## src/rtl/ecall_pkg.sv

```systemverilog
// ecall_pkg: service codes and sequencer states for the ecall I/O controller
package ecall_pkg;
  localparam int unsigned SVC_PRINT = 1;
  localparam int unsigned SVC_READ  = 5;
  localparam int unsigned SVC_EXIT  = 10;
  typedef enum logic [2:0] {IDLE, WAIT_REL, WAIT_PRESS, COMMIT, RESUME, HALT} state_t;
endpackage

```

## src/rtl/button_debounce.sv

```systemverilog
// button_debounce: synchronises a raw button, filters it and emits a one-cycle press pulse
module button_debounce #(
  parameter int DEBOUNCE_CYCLES = 230000
) (
  input  logic clk,
  input  logic reset,
  input  logic btn_i,
  output logic level_o,
  output logic press_o
);
  localparam int CW = $clog2(DEBOUNCE_CYCLES + 1);
  logic [1:0]    sync_q;
  logic [CW-1:0] cnt_q;
  logic          level_q, press_q, done;
  assign done    = (sync_q[1] != level_q) && (cnt_q == CW'(DEBOUNCE_CYCLES - 1));
  assign level_o = level_q;
  assign press_o = press_q;
  // synchroniser, run-length counter of differing samples, filtered level and its rising edge
  always_ff @(posedge clk) begin
    if (reset) begin
      sync_q  <= '0;
      cnt_q   <= '0;
      level_q <= 1'b0;
      press_q <= 1'b0;
    end else begin
      sync_q  <= {sync_q[0], btn_i};
      cnt_q   <= (sync_q[1] == level_q || done) ? '0 : cnt_q + 1'b1;
      level_q <= done ? sync_q[1] : level_q;
      press_q <= done & sync_q[1];
    end
  end
endmodule

```

## src/rtl/ecall_io_ctrl.sv

```systemverilog
// ecall_io_ctrl: holds the PC during ecall services and drives switch reads, prints and exit
module ecall_io_ctrl
  import ecall_pkg::*;
#(
  parameter int DEBOUNCE_CYCLES = 230000,
  parameter int DATA_W          = 32
) (
  input  logic              clk,
  input  logic              reset,
  input  logic              ecall,
  input  logic [DATA_W-1:0] a7_data,
  input  logic [DATA_W-1:0] a0_data,
  input  logic [7:0]        sw_in,
  input  logic              confirm_button,
  output logic              pc_hold,
  output logic              a0_we,
  output logic [DATA_W-1:0] a0_wdata,
  output logic [7:0]        led_out,
  output logic [DATA_W-1:0] disp_value,
  output logic              disp_valid,
  output logic              halted
);
  state_t            state_q, state_d;
  logic              read_q, read_d;
  logic [DATA_W-1:0] a0_wdata_q, a0_wdata_d, disp_value_q, disp_value_d;
  logic [7:0]        led_q, led_d;
  logic              disp_valid_q, disp_valid_d;
  logic              btn_level, btn_press;

  button_debounce #(.DEBOUNCE_CYCLES(DEBOUNCE_CYCLES)) u_debounce (
    .clk     (clk),
    .reset   (reset),
    .btn_i   (confirm_button),
    .level_o (btn_level),
    .press_o (btn_press)
  );

  // the hold is combinational so the PC never passes the ecall; all strobes are quiet in reset
  assign pc_hold    = ~reset & ((state_q == IDLE) ? ecall : (state_q != RESUME));
  assign a0_we      = ~reset & (state_q == COMMIT);
  assign halted     = ~reset & (state_q == HALT);
  assign a0_wdata   = a0_wdata_q;
  assign led_out    = led_q;
  assign disp_value = disp_value_q;
  assign disp_valid = disp_valid_q;

  // next state: the service kind is latched at entry so a7 may change while waiting
  always_comb begin
    state_d      = state_q;
    read_d       = read_q;
    a0_wdata_d   = a0_wdata_q;
    led_d        = led_q;
    disp_value_d = disp_value_q;
    disp_valid_d = disp_valid_q;
    unique case (state_q)
      IDLE: if (ecall) begin
        if (a7_data == DATA_W'(SVC_PRINT)) begin
          disp_value_d = a0_data;
          led_d        = a0_data[7:0];
          disp_valid_d = 1'b1;
          read_d       = 1'b0;
          state_d      = WAIT_REL;
        end else if (a7_data == DATA_W'(SVC_READ)) begin
          read_d  = 1'b1;
          state_d = WAIT_REL;
        end else begin
          state_d = (a7_data == DATA_W'(SVC_EXIT)) ? HALT : RESUME;
        end
      end
      WAIT_REL:   state_d = btn_level ? WAIT_REL : WAIT_PRESS;
      WAIT_PRESS: if (btn_press) begin
        a0_wdata_d = read_q ? DATA_W'(sw_in) : a0_wdata_q;
        state_d    = read_q ? COMMIT : RESUME;
      end
      COMMIT:  state_d = RESUME;
      RESUME:  state_d = IDLE;
      HALT:    state_d = HALT;
      default: state_d = IDLE;
    endcase
  end

  // state and output registers
  always_ff @(posedge clk) begin
    if (reset) begin
      state_q      <= IDLE;
      read_q       <= 1'b0;
      a0_wdata_q   <= '0;
      led_q        <= '0;
      disp_value_q <= '0;
      disp_valid_q <= 1'b0;
    end else begin
      state_q      <= state_d;
      read_q       <= read_d;
      a0_wdata_q   <= a0_wdata_d;
      led_q        <= led_d;
      disp_value_q <= disp_value_d;
      disp_valid_q <= disp_valid_d;
    end
  end
endmodule

```

## config.mk

```make
export PLATFORM = sky130hd
export DESIGN_NAME = ecall_io_ctrl
export DESIGN_NICKNAME = d
export VERILOG_FILES = /design/src/rtl/ecall_pkg.sv /design/src/rtl/button_debounce.sv /design/src/rtl/ecall_io_ctrl.sv
export SDC_FILE = /design/constraint.sdc
export NUM_CORES = 1
export LEC_CHECK = 0
export BUFFER_PORTS_ARGS = -buffer_cell sky130_fd_sc_hd__buf_2
export CORE_ASPECT_RATIO = 1.4
export CORE_MARGIN = 2
export CORE_UTILIZATION = 44
export CTS_BUF_LIST = sky130_fd_sc_hd__clkbuf_4 sky130_fd_sc_hd__clkbuf_8
export DETAILED_ROUTE_END_ITERATION = 6
export MAX_ROUTING_LAYER = met4
export PLACE_DENSITY = 0.79
export RECOVER_POWER = 25
export SETUP_SLACK_MARGIN = 0.5
export SLEW_MARGIN = 20
export SYNTH_ARGS = -nofsm -noshare
export SYNTH_HDL_FRONTEND = slang
export SYNTH_SLANG_ARGS = --single-unit
```

## constraint.sdc

```tcl
create_clock -name clk -period 1.6 [get_ports clk]
set_input_delay 0.32 -clock clk [delete_from_list [all_inputs] [get_ports clk]]
set_output_delay 0.32 -clock clk [all_outputs]
set_load 0.005 [all_outputs]
```

==> reports/results.txt, run 1 <==
F_max = 542 MHz
P per Cell Area = 585 nW/um^2
Slowest-stage cell, CP = dfxtp_2
Post-synthesis async set-or-reset flop share = 0%
WP data required = 1280 ps
Flop pwr share = 45.8%
Vias in the first global route = 3948
Pre-CTS setup slack = -146 ps
Gate Count Post-Synth = 380
Final WL = 19100 microns
Total global-route track usage = 33.0%
Cells along the critical path = buf_6, mux2i_2, o2bb2ai_2, nand2_2, nor2_2, buf_2
Xor/xnor cell area share of the yosys netlist = 3.73%
DRC errors left = 0
Initial Utilization = 45.0%
Core Area = 7310 sq um
RSZ-0062 raised after global routing = yes
Cell row count = 37
Failing checks = setup timing
CP Max Fanout = 5
Static Leak = 2.49 nW
Synth Flop Type = dfxtp_1
Max clock buf depth = 2
I/O pin count = 152
Syn Std Cell Area = 3290 sq um
Most frequent cells in the layout = buf_2 (100), buf_4 (74), dfxtp_2 (46)
Syn. warnings = 0
Sw Share = 25.6%
Post-CTS Hold Buffers = 0
Root Buffer = clkbuf_8
Worst slew pin tran = 563 ps
Vias per cell = 6.73
Buf+Inv Stages, Crit Path = 2
CP max stage delay = 330 ps
DR WL/cell = 27.8 microns
Net count, final = 662
Detailed Routing Iterations Pass 1 = 6
Run status = complete, but fails checks
Die H = 106 microns
Comb power frac = 9.2%
# placed instances = 590
Arrival @ worst endpoint = 1530 ps
Yosys reg bits = 67
Simple-gate share of the synthesized area = 23.3%
P_sw = 0.931 mW
Yosys cell types = 46
Max-slew violations = 0
P&R area growth vs syn = 88.8%
Largest net degree at the start of global routing = 35
Multiplexer share of the synthesized area = 2.74%
Worst slew margin = 62.4%
Final non-filler cell total = 687
Clk_skew = 18.4 ps
Hpwl dp = 6110 microns
Internal Pwr Total = 2.70 mW
Hold Fails Final Rpt = 0
Layout cells sized above 1 = 67.7%
Worst VDD drop = 0.631 mV
Hold Crit Class = in2reg
Worst Path Class, Setup = reg2out
Initial detailed-routing violation count = 606
Post-layout min period = 1850 ps
First-pass GRT wire length = 20700 microns
Max-cap violations = 0
Die Footprint = 8190 sq um
Post-Synth Adder-Cell Area = 0.380%
Clk slew on worst S/H paths = 70 ps
Die width = 77.1 microns
Antenna viol nets, final = 0
Post-synthesis sequential area ratio = 40.8%
Crit end category = primary output
Clock power frac = 45.1%
Crit path max-delay family = flip-flops
Synth Area per Inst = 8.66 sq um
Final setup margin = -246 ps
Critical Path Start Type = register
RePlAce Congestion = 0.824
Number of synthesized flops with an enable pin = 0
Buffers added on ports = 127
Vias = 4624
Final period util = 115%
Clock sink total = 67
GRT Residual Overflow = 0
Final setup vio count = 56
CTS tree = yes
H-tree Lvls = 3
Num CTS Buffers = 9
Synth Area in Compound Gates = 16.5%
Worst skew pair latency = 370 ps
Largest family of logic cells by synthesized area = simple AND/OR/NAND/NOR gates
Commonest non-fill, non-tap cell in the layout = buf_2
Antenna violations before repair = 1
cell type report:
cell class                      instances  area, sq um
Fill cell                             313         1100
Tap cell                               97          121
Clock buffer                           10          138
Multi-Input combinational cell        263         2430
Timing Repair Buffer                  235         1970
Sequential cell                        67         1440
Inverter                                9         33.8
Antenna cell                            1         2.50
Clock inverter                          5         77.6
synth_stat cells (6+ instances only):
| cell type | n | share of area (%) |
|---|---|---|
| a21oi_1 | 38 | 5.8 |
| mux2i_1 | 9 | 2.7 |
| nand4_1 | 43 | 8.2 |
| buf_4 | 32 | 7.3 |
| nand2_1 | 9 | 1.0 |
| inv_1 | 9 | 1.0 |
| clkbuf_1 | 23 | 2.6 |
| dfxtp_1 | 67 | 41 |
| xnor2_1 | 11 | 2.9 |
| nor2_1 | 30 | 3.4 |
| o31ai_1 | 34 | 7.8 |
| buf_2 | 7 | 1.1 |
| nor4_1 | 9 | 1.7 |
| nand3_1 | 6 | 0.91 |
power by group through the flow:
stage | Sequential [mW] | Clock, mW | Combinational (mW)
final | 1.66 | 1.64 | 0.334
after global routing | 1.66 | 1.70 | 0.340
after CTS | 1.67 | 1.57 | 0.255
after detailed placement | 1.72 | 0 | 0.215
after global placement | 1.72 | 0 | 0.213
after floorplan | 1.71 | 0 | 0.139
registers in the layout (all words and copies together) (netlist names):
register	flops
read_q	1
u_debounce.level_o	1
u_debounce.press_o	1
disp_valid	1
u_debounce.cnt_q	18
a0_wdata	8
u_debounce.sync_q	2
disp_value	32
state_q	3
timing repair:
| action | CTS | global route |
|---|---|---|
| setup buffers | 48 | 25 |
| endpoints found under the setup margin | 116 | 117 |
| cloned | 6 | 2 |
| gates resized for setup | 166 | 69 |
| pin swaps | 70 | 28 |
through the flow:
stage          area (sq um)  utilization, %  setup TNS, ps  power, mW  hold slack (ps)
2_1_floorplan          3660               -              0       1.85              414
3_3_place_gp           4180            57.1          -1500       1.93              417
3_5_place_dp           4180            57.1          -3480       1.93              426
4_1_cts                5610            76.8           -171       3.50              174
5_1_grt                6210            84.9          -5810       3.70              185
6_report               6210            84.9          -4420       3.64              178
final timing paths:
kind / start / end / slack (ps) / cells after the start
worst max-delay path: state_q[1] / halted / -250 / 6
worst max register to register: state_q[2] / disp_value[22] / -250 / 7
worst min-delay path: confirm_button / u_debounce.sync_q[0] / 180 / 2
worst min register to register: u_debounce.sync_q[0] / u_debounce.sync_q[1] / 440 / 1
worst register-to-register path, cell delays in order, from the launching register on:
cell     delay, ps
dfxtp_4        380
buf_6          130
nor2_4         150
buf_4          140
and4_4         270
buf_12         170
nand4_1        140
a21oi_2        340
cells by family after synthesis:
| kind of cell | count (synthesis) |
|---|---|
| adder cells (fa/ha/maj) | 1 |
| XOR/XNOR | 14 |
| AND/OR/NAND/NOR | 130 |
| AO/OA/AOI/OAI | 85 |
| multiplexers | 9 |
| buffers and inverters | 73 |
| other | 1 |
| flip-flops | 67 |
per-layer routing:
metal | part of all wire, % | GRT usage (%)
met3 | 12 | 7.56
met5 | 0 | -
met2 | 45 | 58.5
met4 | 9.7 | 19.6
met1 | 33 | 32.8
Note: power is estimated with default switching activity, not from simulation.
==> run 2: changes to the inputs <==
--- a/config.mk
+++ b/config.mk
@@ -8,11 +8,10 @@
 export BUFFER_PORTS_ARGS = -buffer_cell sky130_fd_sc_hd__buf_2
 export CORE_ASPECT_RATIO = 1.4
 export CORE_MARGIN = 2
-export CORE_UTILIZATION = 44
+export CORE_UTILIZATION = 48
 export CTS_BUF_LIST = sky130_fd_sc_hd__clkbuf_4 sky130_fd_sc_hd__clkbuf_8
 export DETAILED_ROUTE_END_ITERATION = 6
-export MAX_ROUTING_LAYER = met4
-export PLACE_DENSITY = 0.79
+export PLACE_DENSITY_LB_ADDON = 0.25
 export RECOVER_POWER = 25
 export SETUP_SLACK_MARGIN = 0.5
 export SLEW_MARGIN = 20
==> constraint.sdc (replaced) <==
create_clock -name clk -period 2 [get_ports clk]
set_input_delay 0.4 -clock clk [delete_from_list [all_inputs] [get_ports clk]]
set_output_delay 0.4 -clock clk [all_outputs]
set_load 0.005 [all_outputs]
==> reports/results.txt, run 2 (synthesis results as in run 1) <==
Run status = finished, final reports clean
H-tree Lvls = 3 (unchanged)
Num CTS Buffers = 9 (unchanged)
Multi-input gate area = 2340 sq um (-3.9%)
Post-CTS Hold Buffers = 0 (unchanged)
Fin Setup TNS = 0 ps (+4420 ps)
CTS tree = yes
Max layer used = met4
Max clock buf depth = 2 (unchanged)
Arrival @ worst endpoint = 1420 ps (-110 ps)
# placed instances = 570 (-3.4%)
Core Area = 6610 sq um (-9.6%)
Final period util = 91.2%
Total global-route track usage = 25.2% (-7.8 points)
Routed met2 length = 6760 microns (-22%)
CP max stage delay = 440 ps (+110 ps)
Register area = 1380 sq um (-3.7%)
RePlAce Congestion = 0.829 (+0.61%)
Vias per cell = 5.84 (-13%)
Root Buffer = clkbuf_8
Final WL = 12200 microns (-36%)
Vias in the first global route = 3300 (-16%)
Antenna violations before repair = 0 (-1)
Crit path from = state_q[1]
Final setup vio count = 0 (-100%)
Fill cell count = 401 (+28%)
First-pass GRT wire length = 15000 microns (-27%)
Hold Fails Final Rpt = 0 (unchanged)
Sw Share = 24.8% (-0.85 points)
Worst reg2reg startpoint = state_q[1]
Internal Pwr Total = 1.92 mW (-29%)
DR WL/cell = 19.3 microns (-31%)
Hpwl dp = 6210 microns (+1.6%)
I/O pin count = 152 (unchanged)
Commonest non-fill, non-tap cell in the layout = buf_2
Initial detailed-routing violation count = 212 (-65%)
Worst skew pair latency = 350 ps (-20 ps)
Max reg flops = 32 (unchanged)
Cells along the critical path = mux2i_1, o2bb2ai_2, nand2_2, nor2_1, buf_2
Die Footprint = 7540 sq um (-8.0%)
WP data required = 1600 ps (+320 ps)
Flop pwr share = 52.2% (+6.4 points)
Cell row count = 35 (-5.4%)
Max-slew violations = 0 (unchanged)
Met3 wire len = 660 microns (-70%)
M1 WL = 4230 microns (-34%)
CP Max Fanout = 6 (+1)
Clk_skew = 9.47 ps (-8.93 ps)
Initial Utilization = 49.7% (+4.8 points)
Layout cells sized above 1 = 52.3% (-15 points)
Largest net degree at the start of global routing = 36 (+2.9%)
Static Leak = 2.06 nW (-17%)
Vias = 3696 (-20%)
Crit end category = primary output
Buffers added on ports = 127 (unchanged)
Antenna viol nets, final = 0 (unchanged)
Comb power frac = 8.3% (-0.9 points)
Clock power frac = 39.5% (-5.6 points)
Antenna Cells = 0 (-1)
F_max = 548 MHz
Worst Path Class, Setup = reg2out
Clk slew on worst S/H paths = 70 ps (about the same)
P_sw = 0.632 mW (-32%)
P per Cell Area = 480 nW/um^2 (-18%)
Detailed Routing Iterations Pass 1 = 4 (-2)
Post-layout min period = 1820 ps
Slowest-stage cell, CP = dfxtp_1
GRT Residual Overflow = 0 (unchanged)
Final non-filler cell total = 633 (-7.9%)
Worst VDD drop = 0.400 mV (-37%)
Net count, final = 614 (-7.3%)
Critical Path Start Type = register
RSZ-0062 raised after global routing = yes
Die H = 102 microns (-4.1%)
P&R area growth vs syn = 61.8%
Hold Crit Class = in2reg
DRC errors left = 0 (unchanged)
Most frequent cells in the layout = buf_2 (113), dfxtp_1 (52), nand4_1 (43)
Clock sink total = 67 (unchanged)
Hold wc startpoint = confirm_button
Max-cap violations = 0 (unchanged)
Die width = 74.0 microns (-4.0%)
-- run 2: changes by cell type in the layout (fill, tap and decap cells not counted), moves of 13 or more --
cell      before  now
buf_4         74   36
clkbuf_1       0   14
dfxtp_1       11   52
buf_2        100  113
dfxtp_2       46    6
buf_6         40   13
-- run 2: power groups by stage --
stage          clock [mW]  sequential, mW  combinational, mW
2_1_floorplan           0            1.37             0.0968
3_3_place_gp            0            1.37              0.162
3_5_place_dp            0            1.37              0.162
4_1_cts              1.01            1.33              0.181
5_1_grt              1.09            1.33              0.225
6_report             1.01            1.33              0.212
-- run 2: area by class of cell --
class	count	share of cell area [%]
clock buffers	12	2.87
clock inverters	3	0.282
inverters	9	0.635
multi-input cells	263	44.0
flip-flops and latches	67	26.0
well taps	92	2.16
repair buffers	187	24.1
-- run 2: per-layer routing --
layer | vias to the layer above | GRT usage (%)
met5 | - | 0
met4 | 0 | 11.7
met3 | 58 | 5.62
met2 | 170 | 46.0
met1 | 1797 | 27.0
li1 | 1671 | -
-- run 2: timing repair --
| action | 4_1_cts | 5_1_grt |
|---|---|---|
| endpoints found under the hold margin | 0 | 0 |
| buffers inserted | 26 | 15 |
| gates cloned | 1 | 6 |
| pin swaps | 14 | 93 |
| resized for setup | 44 | 105 |
| setup endpoints to repair | 55 | 58 |
-- run 2: worst paths after layout --
check / end / slack [ps] / cells after the start
max: halted / 180 / 5
max reg2reg: state_q[2] / 180 / 10
min reg2reg: u_debounce.sync_q[1] / 440 / 1
min: u_debounce.sync_q[0] / 290 / 2
-- run 2: stage by stage --
| stage | power (mW) | instance area, sq um | hold slack [ps] | setup slack, ps | utilization, % |
|---|---|---|---|---|---|
| after floorplan | 1.47 | 3500 | 414 | 374 | - |
| after global placement | 1.53 | 3990 | 418 | 204 | 60.3 |
| after detailed placement | 1.53 | 3990 | 427 | 152 | 60.3 |
| after CTS | 2.52 | 4530 | 289 | 287 | 68.6 |
| after global routing | 2.65 | 5320 | 287 | 109 | 80.5 |
| final | 2.55 | 5320 | 289 | 177 | 80.5 |
-- run 2: critical path: cells and delay by family (launching register included) --
kind / cells / cell delay (ps)
buffers and inverters: 1 / 120
AOI/OAI and AO/OA: 1 / 210
DFF: 1 / 440
muxes: 1 / 130
and+or+nand+nor: 2 / 190
